$ cat config.mk
export PLATFORM = sky130hd
export DESIGN_NAME = regfile_32x32_flat
export DESIGN_NICKNAME = d
export VERILOG_FILES = /design/src/rtl/regfile_pkg.sv /design/src/rtl/regfile_32x32_if.sv /design/src/rtl/regfile_32x32_decoder_32.sv /design/src/rtl/regfile_32x32.sv /design/src/flat_wrapper.sv
export SDC_FILE = /design/constraint.sdc
export NUM_CORES = 2
export LEC_CHECK = 0
export CORE_MARGIN = 5
export CORE_UTILIZATION = 57
export CTS_CLUSTER_DIAMETER = 50
export DETAILED_ROUTE_END_ITERATION = 8
export GPL_TIMING_DRIVEN = 0
export PLACE_DENSITY_LB_ADDON = 0.15
export RECOVER_POWER = 25
export SLEW_MARGIN = 20
export SYNTH_ARGS = -nofsm -noshare
export SYNTH_HDL_FRONTEND = slang
export SYNTH_SLANG_ARGS = --single-unit
$ cat constraint.sdc
create_clock -name clk -period 1.6 [get_ports clk]
set_input_delay 0.32 -clock clk [delete_from_list [all_inputs] [get_ports clk]]
set_output_delay 0.32 -clock clk [all_outputs]
set_load 0.03 [all_outputs]
$ cat src/rtl/regfile_pkg.sv
// Shared sizing and types for the 32x32 register file slice.
package regfile_pkg;
  localparam int REG_NUM    = 32;
  localparam int REG_ADDR_W = 5;
  localparam int REG_DATA_W = 32;
  localparam int RD_PORTS   = 2;

  typedef logic [REG_ADDR_W-1:0] reg_addr_t;
  typedef logic [REG_DATA_W-1:0] reg_data_t;
endpackage

$ cat src/rtl/regfile_32x32_if.sv
// Write and dual read bus of the register file.
// master = requester (decode/execute side), slave = register file.
interface regfile_32x32_if;
  import regfile_pkg::*;

  logic      we;
  reg_addr_t waddr;
  reg_data_t wdata;
  logic      re1;
  reg_addr_t raddr1;
  logic      re2;
  reg_addr_t raddr2;
  reg_data_t rdata1;
  logic      rvalid1;
  reg_data_t rdata2;
  logic      rvalid2;

  modport master (
    output we, waddr, wdata, re1, raddr1, re2, raddr2,
    input  rdata1, rvalid1, rdata2, rvalid2
  );

  modport slave (
    input  we, waddr, wdata, re1, raddr1, re2, raddr2,
    output rdata1, rvalid1, rdata2, rvalid2
  );
endinterface

$ cat src/rtl/regfile_32x32_decoder_32.sv
// 5-to-32 one-hot write-enable decoder; all-zero when we is low.
module decoder_32
  import regfile_pkg::*;
(
  input  reg_addr_t           waddr,
  input  logic                we,
  output logic [REG_NUM-1:0]  wen
);
  // One bit per register, gated by the global write enable.
  always_comb begin
    wen        = '0;
    wen[waddr] = we;
  end
endmodule

$ cat src/rtl/regfile_32x32.sv
// 32-entry x 32-bit register file, one write port, two registered read ports.
// Optional macro REGFILE_WR_BYPASS_EN: a read hitting the register written on
// the same edge returns the new data; otherwise it returns the old contents.
module regfile_32x32
  import regfile_pkg::*;
#(
  parameter bit        ZERO_REG  = 1'b1,
  parameter reg_data_t RESET_VAL = 32'h0000_0000
) (
  input  logic           clk,
  input  logic           rst,
  regfile_32x32_if.slave bus
);
  logic [REG_NUM-1:0]                   wen;
  logic [REG_NUM-1:0][REG_DATA_W-1:0]   regs;

  logic [RD_PORTS-1:0]                  re;
  logic [RD_PORTS-1:0][REG_ADDR_W-1:0]  raddr;
  logic [RD_PORTS-1:0][REG_DATA_W-1:0]  rdata_q;
  logic [RD_PORTS-1:0]                  rvalid_q;

  assign re    = {bus.re2, bus.re1};
  assign raddr = {bus.raddr2, bus.raddr1};

  assign bus.rdata1  = rdata_q[0];
  assign bus.rdata2  = rdata_q[1];
  assign bus.rvalid1 = rvalid_q[0];
  assign bus.rvalid2 = rvalid_q[1];

  decoder_32 u_dec (
    .waddr (bus.waddr),
    .we    (bus.we),
    .wen   (wen)
  );

  // Storage: each register captures wdata when its one-hot enable is set;
  // r0 stays at zero when hardwired.
  always_ff @(posedge clk or negedge rst) begin
    if (!rst) begin
      for (int i = 0; i < REG_NUM; i++)
        regs[i] <= (ZERO_REG && i == 0) ? '0 : RESET_VAL;
    end else begin
      for (int i = 0; i < REG_NUM; i++)
        if (wen[i] && !(ZERO_REG && i == 0)) regs[i] <= bus.wdata;
    end
  end

  for (genvar p = 0; p < RD_PORTS; p++) begin : g_rd
    logic      zero_hit;
    logic      byp;
    reg_data_t rd_nxt;

    assign zero_hit = ZERO_REG && (raddr[p] == '0);
`ifdef REGFILE_WR_BYPASS_EN
    assign byp = bus.we && (raddr[p] == bus.waddr);
`else
    assign byp = 1'b0;
`endif

    // Zero register wins over bypass; bypass wins over stored data.
    always_comb begin
      rd_nxt = regs[raddr[p]];
      if (byp)      rd_nxt = bus.wdata;
      if (zero_hit) rd_nxt = '0;
    end

    // Registered read: data holds when idle, valid pulses per accepted read.
    always_ff @(posedge clk or negedge rst) begin
      if (!rst) begin
        rdata_q[p]  <= '0;
        rvalid_q[p] <= 1'b0;
      end else begin
        rvalid_q[p] <= re[p];
        if (re[p]) rdata_q[p] <= rd_nxt;
      end
    end
  end
endmodule

$ cat src/flat_wrapper.sv
// flat-port wrapper written by rule: the top's interface ports become plain ports
module regfile_32x32_flat import regfile_pkg::*;
#(
  parameter bit        ZERO_REG  = 1'b1,
  parameter reg_data_t RESET_VAL = 32'h0000_0000
)
  (clk, rst, bus_we, bus_waddr, bus_wdata, bus_re1, bus_raddr1, bus_re2, bus_raddr2, bus_rdata1, bus_rvalid1, bus_rdata2, bus_rvalid2);
  regfile_32x32_if bus_i ();
  input  logic clk;
  input  logic rst;
  input wire logic [$bits(bus_i.we)-1:0] bus_we;
  input wire logic [$bits(bus_i.waddr)-1:0] bus_waddr;
  input wire logic [$bits(bus_i.wdata)-1:0] bus_wdata;
  input wire logic [$bits(bus_i.re1)-1:0] bus_re1;
  input wire logic [$bits(bus_i.raddr1)-1:0] bus_raddr1;
  input wire logic [$bits(bus_i.re2)-1:0] bus_re2;
  input wire logic [$bits(bus_i.raddr2)-1:0] bus_raddr2;
  output wire logic [$bits(bus_i.rdata1)-1:0] bus_rdata1;
  output wire logic [$bits(bus_i.rvalid1)-1:0] bus_rvalid1;
  output wire logic [$bits(bus_i.rdata2)-1:0] bus_rdata2;
  output wire logic [$bits(bus_i.rvalid2)-1:0] bus_rvalid2;
  assign bus_i.we = bus_we;
  assign bus_i.waddr = bus_waddr;
  assign bus_i.wdata = bus_wdata;
  assign bus_i.re1 = bus_re1;
  assign bus_i.raddr1 = bus_raddr1;
  assign bus_i.re2 = bus_re2;
  assign bus_i.raddr2 = bus_raddr2;
  assign bus_rdata1 = bus_i.rdata1;
  assign bus_rvalid1 = bus_i.rvalid1;
  assign bus_rdata2 = bus_i.rdata2;
  assign bus_rvalid2 = bus_i.rvalid2;
  regfile_32x32 #(.ZERO_REG(ZERO_REG), .RESET_VAL(RESET_VAL)) u_core (.clk(clk), .rst(rst), .bus(bus_i));
endmodule
## Word level (Yosys, flattened, before mapping)

Cells that the tools add are included.

| operators by class | value |
|---|---|
| $add $sub $neg | 0 |
| multiply operators | 0 |
| divide/modulo/power cells | 0 |
| magnitude comparators | 4 |
| equality and inequality tests | 0 |
| shifts and indexed selects | 0 |
| muxes and demuxes | 8 |
| bitwise logic cells | 1 |
| reduce and logical (&&, ||, !) cells | 3 |

Operators with widths:

| operator | number |
|---|---|
| binary-select mux 32 bit (select 5 bit) | 2 |
| two-way mux 32 bit | 4 |
| bitwise AND 32 bit | 1 |
| < comparator 5 x 6 -> 1 bit, second input constant | 3 |
| logical NOT 5 bit | 2 |
| demux 1 bit (select 5 bit) | 1 |
| greater-or-equal comparator 5 x 1 -> 1 bit, second input constant | 1 |
| logical AND 1 bit | 1 |
| two-way mux 1 bit | 1 |

| storage, ports and cells | value |
|---|---|
| register bits after elaboration | 1058 |
| bits in latches | 0 |
| RAM bits | 0 |
| bits in read-only memories | 0 |
| input bits | 52 |
| output and inout bits | 66 |
| word-level logic and storage cells | 51 |
| memories | 0 |

## Depth between registers and ports, before layout

| logic depth | value |
|---|---|
| word-level depth | 5 |
| gate-level depth with buffers | 9 |
| depth with buffers taken out | 4 |

## By module

Synthesis repeated with hierarchy kept, for this count alone.

| second synthesis, totals | value |
|---|---|
| cells, all modules | 3676 |
| area total of the unflattened synthesis | 55151.6 um2 |

Modules (own cells, without submodules):

| module | instances | cells an instance | area each (um2) | seq. area each (um2) |
|---|---|---|---|---|
| regfile_32x32 | 1 | 3629 | 54921.4 | 26475.4 |
| decoder_32 | 1 | 47 | 230.2 | 0.0 |

## Worst setup path before layout

No wires, ideal clock.

| timing path | value |
|---|---|
| path kind | input to register |
| start point | input port bus_raddr2[0] |
| end point | register u_core.rdata_q (netlist bit u_core.bus.rdata2[20]) |
| arrival time | 1.849 ns |
| required time | 1.465 ns |
| path slack | -0.383 ns |
| stages on the path | 7 |
| path through | buf_2 -> buf_2 -> buf_2 -> mux4_2 -> a22oi_1 -> o311a_1 -> o22ai_1 |

| between the ends | value |
|---|---|
| cells in the longest elaborated chain, start to end | 3 |

Ends and longest elaborated chain:

| element | RTL line | source |
|---|---|---|
| start: declaration | flat_wrapper.sv:17 | `input wire logic [$bits(bus_i.raddr2)-1:0] bus_raddr2;` |
| binary-select mux 32 bit (select 5 bit) | regfile_32x32.sv:62 | `rd_nxt = regs[raddr[p]];` |
| two-way mux 32 bit (not written as such) | regfile_32x32.sv:62 |  |
| two-way mux 32 bit (*) | regfile_32x32.sv:64 | `if (zero_hit) rd_nxt = '0;` |
| end signal: indexed assignment | regfile_32x32.sv:74 | `if (re[p]) rdata_q[p] <= rd_nxt;` |
| end: declaration | regfile_32x32.sv:19 | `logic [RD_PORTS-1:0][REG_DATA_W-1:0] rdata_q;` |

Mark *: on every way between the ends. The rest lies on a longest branch, timed or not. The select of a mux whose other input is x is not followed.
A chain may end at the register's enable or synchronous reset.

## Final worst setup path

| timing path | value |
|---|---|
| start point | input port bus_raddr1[3] |
| end point | register u_core.rdata_q (netlist bit u_core.bus.rdata1[17]) |

| between the ends | value |
|---|---|
| cells in the longest elaborated chain, start to end | 3 |

Ends and longest elaborated chain:

| element | RTL line | source |
|---|---|---|
| start: declaration | flat_wrapper.sv:15 | `input wire logic [$bits(bus_i.raddr1)-1:0] bus_raddr1;` |
| binary-select mux 32 bit (select 5 bit) | regfile_32x32.sv:62 |  |
| two-way mux 32 bit (not written as such) | regfile_32x32.sv:62 |  |
| two-way mux 32 bit (*) | regfile_32x32.sv:64 |  |

Marked as above.

==> flow_results.xml <==
<?xml version="1.0" encoding="UTF-8"?>
<metrics>
  <group name="worst_setup_path">
    <metric name="r2r-start" unit="">u_core.regs[505]$_DFFE_PN0P_</metric>
    <metric name="path_depth" unit="">7</metric>
    <metric name="cp_data_required_time" unit="ps">2260</metric>
    <metric name="timing.critical_path.max_delay_family" unit="">buffers and inverters</metric>
    <metric name="critPathCaptureType" unit="">register</metric>
    <metric name="worst_path_largest_cell_delay" unit="ps">540</metric>
    <metric name="critPathBufInv" unit="">3</metric>
    <metric name="crit_top_cell" unit="">sky130_fd_sc_hd__buf_2</metric>
    <metric name="setup.worst_path.end" unit="">u_core.bus.rdata1[17]$_DFFE_PN0P_</metric>
    <metric name="start_to_end_type_of_the_worst_setup_path" unit="">in -&gt; reg</metric>
    <metric name="worst_r2r_path_depth" unit="">4</metric>
    <metric name="timing.rr.end" unit="">u_core.bus.rdata1[25]$_DFFE_PN0P_</metric>
    <metric name="timing.critical_path.fanout_max" unit="">10</metric>
    <metric name="setup.reg_to_reg.worst_slack" unit="ps">-100</metric>
    <metric name="critical_path.startpoint_type" unit="">primary input</metric>
    <metric name="critical_path_arrival" unit="ps">2410</metric>
    <metric name="crit_path_cell_trace" unit="">buf_2 -&gt; or2_2 -&gt; clkbuf_1 -&gt; buf_2 -&gt; a221oi_2 -&gt; a2111oi_4 -&gt; a311o_1</metric>
    <metric name="worst_setup_path_startpoint" unit="">bus_raddr1[3]</metric>
    <metric name="critical-path-slowest-cell" unit="">sky130_fd_sc_hd__buf_2</metric>
  </group>
  <group name="clocking">
    <metric name="cts_max_level" unit="">4</metric>
    <metric name="numCtsBuffers" unit="">134</metric>
    <metric name="root_buffer_cell" unit="">sky130_fd_sc_hd__clkbuf_16</metric>
    <metric name="tritoncts" unit="">built</metric>
    <metric name="insertion_delay" unit="ps">750</metric>
    <metric name="cts.sink_count" unit="">1058</metric>
    <metric name="worst_setup_hold_path_clk_slew" unit="ps">60</metric>
    <metric name="cts_max_path_buffers" unit="">3</metric>
    <metric name="postCtsHoldBufs" unit="">2</metric>
  </group>
  <group name="synthesis">
    <metric name="synth_top_area_cell" unit="">sky130_fd_sc_hd__dfrtp_1</metric>
    <metric name="synth_commonest_cells" unit="">1058 x sky130_fd_sc_hd__dfrtp_1, 1057 x sky130_fd_sc_hd__mux2_2, 447 x sky130_fd_sc_hd__mux4_2, 207 x sky130_fd_sc_hd__clkbuf_1, 159 x sky130_fd_sc_hd__mux2i_1</metric>
    <metric name="yosys_top_cell_area_share" unit="%">47.8</metric>
    <metric name="synth-seq-cells" unit="">1058</metric>
    <metric name="post-synth-top-count-cell" unit="">sky130_fd_sc_hd__dfrtp_1</metric>
    <metric name="synth_edf_count" unit="">0</metric>
    <metric name="ys.flop_type" unit="">sky130_fd_sc_hd__dfrtp_1</metric>
    <metric name="post_synth.cell_area_avg" unit="µm²">15.3</metric>
    <metric name="yosys_warnings" unit="">32</metric>
    <metric name="post_synth_inst_count" unit="">3611</metric>
    <metric name="yosys-top-cells-area" unit="">sky130_fd_sc_hd__dfrtp_1 48%, sky130_fd_sc_hd__mux2_2 22%, sky130_fd_sc_hd__mux4_2 18%, sky130_fd_sc_hd__mux2i_1 2.9%, sky130_fd_sc_hd__clkbuf_1 1.4%</metric>
    <metric name="mappedNetlistArea" unit="µm²">55300</metric>
    <metric name="synth-seq-area-share" unit="%">47.8</metric>
    <metric name="number_of_distinct_library_cell_variants_in_the_gate_level_netlist_after_synthesis" unit="">46</metric>
    <metric name="async_flop_share" unit="%">100</metric>
    <metric name="mappedNetlistNets" unit="">3663</metric>
  </group>
  <group name="sta">
    <metric name="worst_pin_slew" unit="ps">1190</metric>
    <metric name="final_min_period_over_clock_period" unit="%">109</metric>
    <metric name="finalSetupViolations" unit="">306</metric>
    <metric name="slew_violations" unit="">0</metric>
    <metric name="hold_slack" unit="ps">-444</metric>
    <metric name="grt_setup_unrepaired" unit="">true</metric>
    <metric name="clock.fmax" unit="GHz">0.572</metric>
    <metric name="report.final.hold_viol_count" unit="">130</metric>
    <metric name="timing.max_slew.rel_slack" unit="%">20.9</metric>
    <metric name="setup_ws" unit="ps">-147</metric>
    <metric name="finalCriticalPeriod" unit="ps">1750</metric>
    <metric name="tns" unit="ps">-15600</metric>
    <metric name="timing.clock.skew" unit="ps">30.1</metric>
  </group>
  <group name="grt">
    <metric name="globalRouteTotalUtil" unit="%">38.3</metric>
    <metric name="global_route_wire_length_before_repair" unit="µm">280000</metric>
    <metric name="grt.overflow.total" unit="">0</metric>
    <metric name="maximum_number_of_pins_on_one_net_before_global_route_repair" unit="">145</metric>
    <metric name="grt_pass1_vias" unit="">38500</metric>
    <metric name="initial_antenna_violation_count" unit="">2</metric>
  </group>
  <group name="cells_and_area">
    <metric name="nNetsFinal" unit="">3974</metric>
    <metric name="layout.core_utilization" unit="%">68.0</metric>
    <metric name="synthToLayoutAreaGrowth" unit="%">18.6</metric>
    <metric name="post_route_cells_drive_above_1_share" unit="%">56.8</metric>
  </group>
  <group name="drt">
    <metric name="routed_wl" unit="µm">199000</metric>
    <metric name="routedWlPerCell" unit="µm">37.6</metric>
    <metric name="dr_total_vias" unit="">38300</metric>
    <metric name="drt.antenna.violating_nets" unit="">0</metric>
    <metric name="first_iter_violations" unit="">4652</metric>
    <metric name="detail_route.drc_violations" unit="">0</metric>
    <metric name="drt_pre_antenna_iters" unit="">9</metric>
    <metric name="detail_route.vias_per_cell" unit="">7.23</metric>
  </group>
  <group name="placement">
    <metric name="globalplace.congestion" unit="">0.965</metric>
    <metric name="post-dp-hpwl" unit="µm">132000</metric>
    <metric name="port_buffers" unit="">109</metric>
    <metric name="pre_cts_ws" unit="ps">-2260</metric>
  </group>
  <group name="floorplan">
    <metric name="height_of_the_die" unit="µm">322</metric>
    <metric name="design.portCount" unit="">118</metric>
    <metric name="start_util" unit="%">57.3</metric>
    <metric name="die-area" unit="µm²">103000</metric>
    <metric name="core_area" unit="µm²">96600</metric>
    <metric name="die_w" unit="µm">322</metric>
    <metric name="row_count" unit="">114</metric>
  </group>
  <group name="power">
    <metric name="peakVddDrop" unit="mV">1.00</metric>
    <metric name="finalPower" unit="µW">85400</metric>
    <metric name="power_density" unit="nW/µm²">1300</metric>
    <metric name="power_leakage" unit="µW">0.0283</metric>
  </group>
  <group name="worst_hold_path">
    <metric name="worst_hold_path_type" unit="">in -&gt; async</metric>
  </group>
  <group name="run_status">
    <metric name="outcome" unit="">complete, but fails checks</metric>
    <metric name="failed_checks" unit="">negative hold slack, negative setup slack</metric>
  </group>
  <group name="job">
    <metric name="number_of_max_capacitance_violations_reported" unit="">0</metric>
  </group>
</metrics>
==> layout make-up <==
cell class,instances,area (µm²)
Antenna cell,2,5.00
Tap cell,1276,1600
Timing Repair Buffer,175,1850
Sequential cell,1058,26500
Clock buffer,183,3850
Fill cell,6728,30900
Clock inverter,50,636
Multi-Input combinational cell,2126,28100
Inverter,33,124
Buffer,394,3040
==> sequential cells by signal, summed over array words and instances (netlist names) <==
signal	count
u_core.bus.rvalid2	1
u_core.bus.rdata2	32
u_core.regs	992
u_core.bus.rvalid1	1
u_core.bus.rdata1	32
==> power by group <==
group          switching, µW  internal (µW)  leakage, µW
clock network          12000          18900      0.00219
registers               4010          32000       0.0135
logic                   7890          10500       0.0126
total                  23900          61500       0.0283
==> cells by family after synthesis <==
family	Yosys count	share of synthesized area, %
buffers and inverters	427	3.53
and+or+nand+nor	172	1.66
DFF	1058	47.8
AOI/OAI and AO/OA	291	4.38
muxes	1663	42.6
==> metrics by stage <==
step / std cells / cell area [µm²]
finish: 5297 / 65600
global route: 5295 / 65600
CTS: 5275 / 65300
detailed placement: 5004 / 58800
global placement: 4996 / 58600
floorplan: 3611 / 55900
==> routing by layer <==
metal	vias to the layer above	track usage [%]	part of all wire [%]
met5	-	0	0.0070
met4	2	24.0	7.8
li1	14700	-	-
met3	729	10.9	11
met1	20300	49.7	36
met2	2551	57.5	45
==> timing repair <==
item                                     CTS  global route
resized for setup                        944           103
pin swaps                                 49            25
endpoints found under the setup margin  1203          1032
endpoints found under the hold margin    132           130
cloned                                     2             2
buffers inserted                          34            18
==> worst min-delay path by stage <==
stage / startpoint / endpoint / cells past startpoint
after floorplan: rst / u_core.bus.rdata1[0]$_DFFE_PN0P_ / 0
after global placement: u_core.regs[217]$_DFFE_PN0P_ / u_core.regs[217]$_DFFE_PN0P_ / 1
after detailed placement: rst / u_core.regs[441]$_DFFE_PN0P_ / 1
after CTS: rst / u_core.regs[441]$_DFFE_PN0P_ / 1
after global routing: rst / u_core.regs[473]$_DFFE_PN0P_ / 1
final: rst / u_core.regs[473]$_DFFE_PN0P_ / 1
==> cells in the final DEF, fill, tap and decap left out, types with 11 or more instances in the layout <==
cell	n
sky130_fd_sc_hd__nor2_4	13
sky130_fd_sc_hd__o311a_1	31
sky130_fd_sc_hd__buf_6	115
sky130_fd_sc_hd__a22oi_2	11
sky130_fd_sc_hd__clkdlybuf4s50_1	32
sky130_fd_sc_hd__inv_1	32
sky130_fd_sc_hd__a221oi_2	20
sky130_fd_sc_hd__a2111oi_4	19
sky130_fd_sc_hd__o22ai_1	59
sky130_fd_sc_hd__a22oi_1	20
sky130_fd_sc_hd__mux2_2	1057
sky130_fd_sc_hd__dfrtp_1	1046
sky130_fd_sc_hd__clkbuf_16	140
sky130_fd_sc_hd__nor2b_1	64
sky130_fd_sc_hd__a211o_1	31
sky130_fd_sc_hd__mux4_2	447
sky130_fd_sc_hd__clkbuf_1	134
sky130_fd_sc_hd__clkinv_2	18
sky130_fd_sc_hd__buf_4	81
sky130_fd_sc_hd__mux2i_2	16
sky130_fd_sc_hd__buf_2	64
sky130_fd_sc_hd__nor2_1	36
sky130_fd_sc_hd__a311o_1	31
sky130_fd_sc_hd__clkbuf_2	47
sky130_fd_sc_hd__buf_8	18
sky130_fd_sc_hd__mux2i_4	21
sky130_fd_sc_hd__mux2i_1	122
sky130_fd_sc_hd__bufinv_16	13
sky130_fd_sc_hd__buf_12	31
sky130_fd_sc_hd__clkbuf_8	34
sky130_fd_sc_hd__a221oi_1	43
sky130_fd_sc_hd__clkbuf_4	38
sky130_fd_sc_hd__nand2_1	16
sky130_fd_sc_hd__dfrtp_2	12
==> worst register-to-register path: stages (launching register included) <==
cell	delay, ps
sky130_fd_sc_hd__dfrtp_1	390
sky130_fd_sc_hd__mux4_2	520
sky130_fd_sc_hd__mux2i_4	240
sky130_fd_sc_hd__a2111oi_4	120
sky130_fd_sc_hd__a311o_1	320
Power figures use the tool's default switching activity.
